==> config.mk <==
export PLATFORM = sky130hd
export DESIGN_NAME = muldiv_unit
export DESIGN_NICKNAME = d
export VERILOG_FILES = /design/src/rtl/muldiv_unit.sv
export SDC_FILE = /design/constraint.sdc
export NUM_CORES = 2
export LEC_CHECK = 0
export CORE_ASPECT_RATIO = 2
export CORE_MARGIN = 5
export CORE_UTILIZATION = 40
export DETAILED_ROUTE_END_ITERATION = 7
export SKIP_CTS_REPAIR_TIMING = 1
export SLEW_MARGIN = 10
export SYNTH_ARGS = -nofsm -noshare
export SYNTH_HDL_FRONTEND = slang
export SYNTH_SLANG_ARGS = --single-unit
==> constraint.sdc <==
create_clock -name clk -period 18.3 [get_ports clk]
set_input_delay 2.745 -clock clk [delete_from_list [all_inputs] [get_ports clk]]
set_output_delay 2.745 -clock clk [all_outputs]
set_load 0.005 [all_outputs]
==> src/rtl/muldiv_unit.sv <==
// muldiv_unit: iterative Booth radix-4 multiplier and restoring divider with valid/ready handshake
module muldiv_unit #(
  parameter int XLEN = 64,
  parameter bit WORD_EN = 1'b1,
  parameter int TAG_W = 5
) (
  input  logic             clk,
  input  logic             reset,
  input  logic             flush,
  input  logic             in_valid,
  output logic             in_ready,
  input  logic [2:0]       in_op,
  input  logic             in_word,
  input  logic [XLEN-1:0]  in_a,
  input  logic [XLEN-1:0]  in_b,
  input  logic [TAG_W-1:0] in_tag,
  output logic             out_valid,
  input  logic             out_ready,
  output logic [XLEN-1:0]  out_result,
  output logic [TAG_W-1:0] out_tag
);
  localparam int M = XLEN + 2;
  localparam int CW = $clog2(XLEN + 1);
  localparam bit WOK = WORD_EN && XLEN == 64;
  localparam int SH = WOK ? XLEN - 32 : 0;
  localparam logic [XLEN-1:0] MIN = {1'b1, {(XLEN-1){1'b0}}};
  typedef enum logic [1:0] {IDLE, CALC, DONE} state_t;
  state_t state;
  logic [2:0] op;
  logic word, qn, rn, ext;
  logic [CW-1:0] cnt;
  logic [M-1:0] mx, lo, lo_n;
  logic [M+1:0] acc, acc_n, xe, pp, sum;
  logic signed [2*M+1:0] sh;
  logic [XLEN-1:0] q, r, d, q_n, r_n, res_raw;
  logic [XLEN:0] rs;
  logic [2:0] trip;
  logic ge;
  logic word_i, sa_i, sb_i, a_neg, b_neg, dz, ovf;
  logic [XLEN-1:0] a_e, b_e, a_abs, b_abs, spec_raw;
  function automatic logic [XLEN-1:0] ext32(input logic [XLEN-1:0] v, input logic s);
    logic signed [XLEN-1:0] t;
    t = v << SH;
    t = t >>> SH;
    return s ? t : (v << SH) >> SH;
  endfunction
  always_comb begin
    word_i = WOK && in_word && (in_op == 3'd0 || in_op[2]);
    sa_i = in_op[2] ? !in_op[0] : in_op != 3'd3;
    sb_i = in_op[2] ? !in_op[0] : !in_op[1];
    a_e = word_i ? ext32(in_a, sa_i) : in_a;
    b_e = word_i ? ext32(in_b, sb_i) : in_b;
    a_neg = sa_i && a_e[XLEN-1];
    b_neg = sb_i && b_e[XLEN-1];
    a_abs = a_neg ? -a_e : a_e;
    b_abs = b_neg ? -b_e : b_e;
    dz = b_e == '0;
    ovf = !in_op[0] && ((word_i ? in_a << SH : in_a) == MIN) && b_e == '1;
    spec_raw = dz ? (in_op[1] ? a_e : '1) : (in_op[1] ? '0 : a_e);
  end
  always_comb begin
    trip = {lo[1:0], ext};
    xe = {{2{mx[M-1]}}, mx};
    pp = trip == 3'b011 ? xe << 1 : trip == 3'b100 ? -(xe << 1) :
         (trip == 3'b001 || trip == 3'b010) ? xe : (trip == 3'b101 || trip == 3'b110) ? -xe : '0;
    sum = acc + pp;
    sh = {sum, lo};
    sh = sh >>> 2;
    acc_n = sh[2*M+1:M];
    lo_n = sh[M-1:0];
    rs = {r, q[XLEN-1]};
    ge = rs >= {1'b0, d};
    r_n = ge ? XLEN'(rs - {1'b0, d}) : rs[XLEN-1:0];
    q_n = {q[XLEN-2:0], ge};
    res_raw = op[2] ? (op[1] ? (rn ? -r_n : r_n) : (qn ? -q_n : q_n)) :
              op == 3'd0 ? (word ? lo_n[XLEN-1:0] >> SH : lo_n[XLEN-1:0]) :
              {acc_n[XLEN-3:0], lo_n[XLEN+1:XLEN]};
  end
  always_ff @(posedge clk) begin
    if (reset) begin
      state <= IDLE;
      in_ready <= 1'b1;
      out_valid <= 1'b0;
      out_result <= '0;
      out_tag <= '0;
      cnt <= '0;
      op <= '0;
      word <= 1'b0;
      qn <= 1'b0;
      rn <= 1'b0;
      ext <= 1'b0;
      mx <= '0;
      lo <= '0;
      acc <= '0;
      q <= '0;
      r <= '0;
      d <= '0;
    end else if (flush) begin
      state <= IDLE;
      in_ready <= 1'b1;
      out_valid <= 1'b0;
      cnt <= '0;
    end else begin
      case (state)
        IDLE: if (in_valid) begin
          op <= in_op;
          word <= word_i;
          qn <= a_neg ^ b_neg;
          rn <= a_neg;
          mx <= {{2{a_neg}}, a_e};
          lo <= {{2{b_neg}}, b_e};
          acc <= '0;
          ext <= 1'b0;
          q <= word_i ? a_abs << SH : a_abs;
          r <= '0;
          d <= b_abs;
          out_tag <= in_tag;
          in_ready <= 1'b0;
          if (in_op[2] && (dz || ovf)) begin
            out_result <= word_i ? ext32(spec_raw, 1'b1) : spec_raw;
            out_valid <= 1'b1;
            state <= DONE;
          end else begin
            cnt <= CW'(in_op[2] ? (word_i ? 32 : XLEN) : (word_i ? 17 : XLEN / 2 + 1));
            state <= CALC;
          end
        end
        CALC: begin
          cnt <= cnt - 1'b1;
          acc <= acc_n;
          lo <= lo_n;
          ext <= lo[1];
          q <= q_n;
          r <= r_n;
          if (cnt == CW'(1)) begin
            out_result <= word ? ext32(res_raw, 1'b1) : res_raw;
            out_valid <= 1'b1;
            state <= DONE;
          end
        end
        DONE: if (out_ready) begin
          out_valid <= 1'b0;
          in_ready <= 1'b1;
          state <= IDLE;
        end
        default: state <= IDLE;
      endcase
    end
  end
endmodule

==> results.sh <==
export IMPL_ff2ff_path_depth=27
export IMPL_fin_crit_sh_pct=44.5
export IMPL_synth_top_area_cell="dfxtp_1"
export IMPL_final_cell_mix="nor2_1, a21oi_1, nand2_1, dfxtp_1, o21ai_0"
export IMPL_layout_nets=6391
export IMPL_timing_critical_path_from="mx[1]$_SDFFE_PP0P_"
export IMPL_grt_pass1_wl_microns=324000
export IMPL_fp_dieH_microns=473
export IMPL_die_area_sq_mm=0.114
export IMPL_synth_edf_count=0
export IMPL_critPathRequiredTime_ns=18.90
export IMPL_reg2reg_to="out_result[50]$_SDFFE_PP0P_"
export IMPL_tns_ns=0
export IMPL_core_area_sq_mm=0.107
export IMPL_clock_latency_ns=0.69
export IMPL_via_per_inst=6.64
export IMPL_clkSinkCount=475
export IMPL_pwr_share_clk_pct=36.8
export IMPL_ios=213
export IMPL_finalSetupViolations=0
export IMPL_cp_arrival_ns=8.75
export IMPL_crit_fanout=11
export IMPL_crit_type="flop to flop"
export IMPL_rows=170
export IMPL_min_period_ns=8.15
export IMPL_p_sw_mw=1.31
export IMPL_p_comb_share_pct=29.5
export IMPL_power_per_cell_area_mw_per_mm2=72.1
export IMPL_cpPeakStageDelay_ns=1.09
export IMPL_synth_async_reset_ratio_pct=0
export IMPL_clock_root_buffer="clkbuf_16"
export IMPL_fillers=11200
export IMPL_die_w_microns=242
export IMPL_hp_class="flop to flop"
export IMPL_clk_path_buf_depth=3
export IMPL_drive_gt1_share_pct=5.56
export IMPL_area_growth_pct=11.2
export IMPL_worst_slew_pin_transition_ns=1.46
export IMPL_routed_via_count=50000
export IMPL_synth_seq_area_share_pct=22.2
export IMPL_gp_congestion=1.06
export IMPL_total_power_mw=3.44
export IMPL_finalHoldViolCount=0
export IMPL_mostFrequentLayoutCell="nor2_1"
export IMPL_netlist_area_leader_share_pct=22.2
export IMPL_syn_inst=6254
export IMPL_grt_overflow_total=0
export IMPL_ir_worst_vdd_mv=0.0645
export IMPL_endpoint_kind="flop"
export IMPL_cp_start_kind="flop"
export IMPL_synthTopCellsByArea="dfxtp_1, a21oi_1, nor2_1"
export IMPL_dr_pass1_iters=6
export IMPL_cts_tree="yes"
export IMPL_status="finished, final reports clean"
export IMPL_start_util_pct=40.1
export IMPL_rr_startpoint="mx[1]$_SDFFE_PP0P_"
export IMPL_ys_seq_elements=475
export IMPL_relSlewSlack_pct=1.90
export IMPL_grt_antenna_before_repair=9
export IMPL_wl_per_cell_microns=30.4
export IMPL_cpMaxStageDelayCell="o21ai_1"
export IMPL_multi_input_area_sq_mm=0.0310
export IMPL_cts_clk_slew_worst_paths_ns=0.07
export IMPL_grt_pass1_vias=47100
export IMPL_dpl_hpwl_microns=177000
export IMPL_synth_warnings=0
export IMPL_synthesis_nets=6538
export IMPL_finClkSkew_ns=0.0375
export IMPL_finalWirelength_microns=229000
export IMPL_syn_area_sq_mm=0.0429
export IMPL_grt_usage_pct=37.5
export IMPL_clock_fmax_mhz=123
export IMPL_switching_share_pct=38.2
export IMPL_intPower_mw=2.13
export IMPL_p_leak_nw=17.3
export IMPL_rrSetupSlack_ns=10.15
export IMPL_synth_avg_cell_area_sq_um=6.86
export IMPL_final_antenna_net_count=0
export IMPL_drtIter0Drc=5335
export IMPL_slew_violations=0
export IMPL_min_delay_start="out_tag[4]$_SDFFE_PP0P_"
export IMPL_grt_max_degree=165
export IMPL_rsz0062_at_grt="false"
export IMPL_p_seq_share_pct=33.7
export IMPL_cap_violations=0
export IMPL_numPortBuffers=212
export IMPL_regArea_sq_mm=0.00953
export IMPL_h_tree_depth=2
export IMPL_crit_end="out_result[50]$_SDFFE_PP0P_"
export IMPL_cp_common_cell="o21ai_0"
export IMPL_synthDistinctLibCells=110
export IMPL_drc=0
export IMPL_ys_flop_type="dfxtp_1"
export IMPL_cts_buffers=51
## metal layers
metal	track usage (%)	vias up	wire, microns
met2	64.3	2649	108000
met5	0	-	39
met3	5.36	967	14600
li1	-	22600	-
met1	38.4	23700	77400
met4	37.3	6	29300
## layout make-up
cell class                      count  area share (%)
Timing Repair Buffer              321            6.21
Sequential cell                   475            20.0
Clock inverter                     30            1.07
Multi-Input combinational cell   5113            65.0
Antenna cell                        7          0.0367
Clock buffer                       66            3.02
Inverter                          145            1.14
Tap cell                         1376            3.61
## flip-flops by register name, summed over array words and instances (netlist names), 7 cells and up
name	cells
acc	66
lo	66
d	64
mx	64
out_result	64
q	64
r	64
cnt	7
## power groups by stage
stage / Combinational (mW) / Sequential [mW] / Clock [mW]
final: 1.02 / 1.16 / 1.27
after global routing: 1.07 / 1.16 / 1.31
after CTS: 0.981 / 1.15 / 1.28
after detailed placement: 0.976 / 1.18 / 0
after global placement: 0.976 / 1.18 / 0
after floorplan: 0.625 / 1.13 / 0
## worst max-delay path: cells and delay by family, from the launching register on
kind	cells	cell delay [ns]
adder cells (fa/ha/maj)	2	0.65
AO/OA/AOI/OAI	15	3.62
flip-flops	1	0.36
XOR/XNOR	1	0.36
AND/OR/NAND/NOR	8	3.00
buffers and inverters	1	0.10
## cells by family (layout without fill, tap and decap cells)
logic type                 count (synthesis)  count (layout)  share of synthesized area (%)
AOI/OAI and AO/OA                       2213            2213                           33.1
xor gates and xnor gates                 324             324                           6.61
adders and majority gates                208             208                           5.71
buffers and inverters                    666             562                           5.91
DFF                                      475             475                           22.2
muxes                                    101             101                           2.48
other                                      0               7                              0
and+or+nand+nor                         2267            2267                           24.1
## cells in the mapped netlist, drive strengths merged (33+ instances only)
cell    number
a311oi      66
ha         140
nor3       179
a21o        70
and2        33
or4         40
dfxtp      475
or3         58
o21ai      467
xor2       155
a31oi       85
o21a        36
inv        144
nor4        62
nand4       64
o31ai       64
maj3        66
nand2b      40
a211oi     182
nor2       856
xnor2      169
buf         87
nand2      654
a22oi      115
o22ai       42
nand3      121
mux2i       77
clkbuf     434
o211ai      86
a221oi      37
a21oi      693
## through the flow
| stage | cell area, sq um | std cells | setup WS (ns) | hold slack (ns) | util (%) |
|---|---|---|---|---|---|
| floorplan | 42900 | 6254 | 11.77 | 0.432 | - |
| global placement | 45800 | 7430 | 9.76 | 0.442 | 42.8 |
| detailed placement | 45800 | 7430 | 9.65 | 0.445 | 42.8 |
| CTS | 47700 | 7526 | 10.33 | 0.454 | 44.6 |
| global route | 47700 | 7527 | 9.47 | 0.480 | 44.6 |
| finish | 47700 | 7533 | 10.15 | 0.453 | 44.6 |
## worst min path at each step
stage,endpoint,slack [ns],depth (start not counted)
6_report,out_tag[4]$_SDFFE_PP0P_,0.45,2
3_5_place_dp,out_tag[4]$_SDFFE_PP0P_,0.45,2
3_3_place_gp,out_tag[4]$_SDFFE_PP0P_,0.44,2
4_1_cts,out_tag[4]$_SDFFE_PP0P_,0.45,2
5_1_grt,d[35]$_SDFFE_PP0P_,0.48,2
2_1_floorplan,d[35]$_SDFFE_PP0P_,0.43,2
No activity file was read; power rests on OpenSTA's default activity.
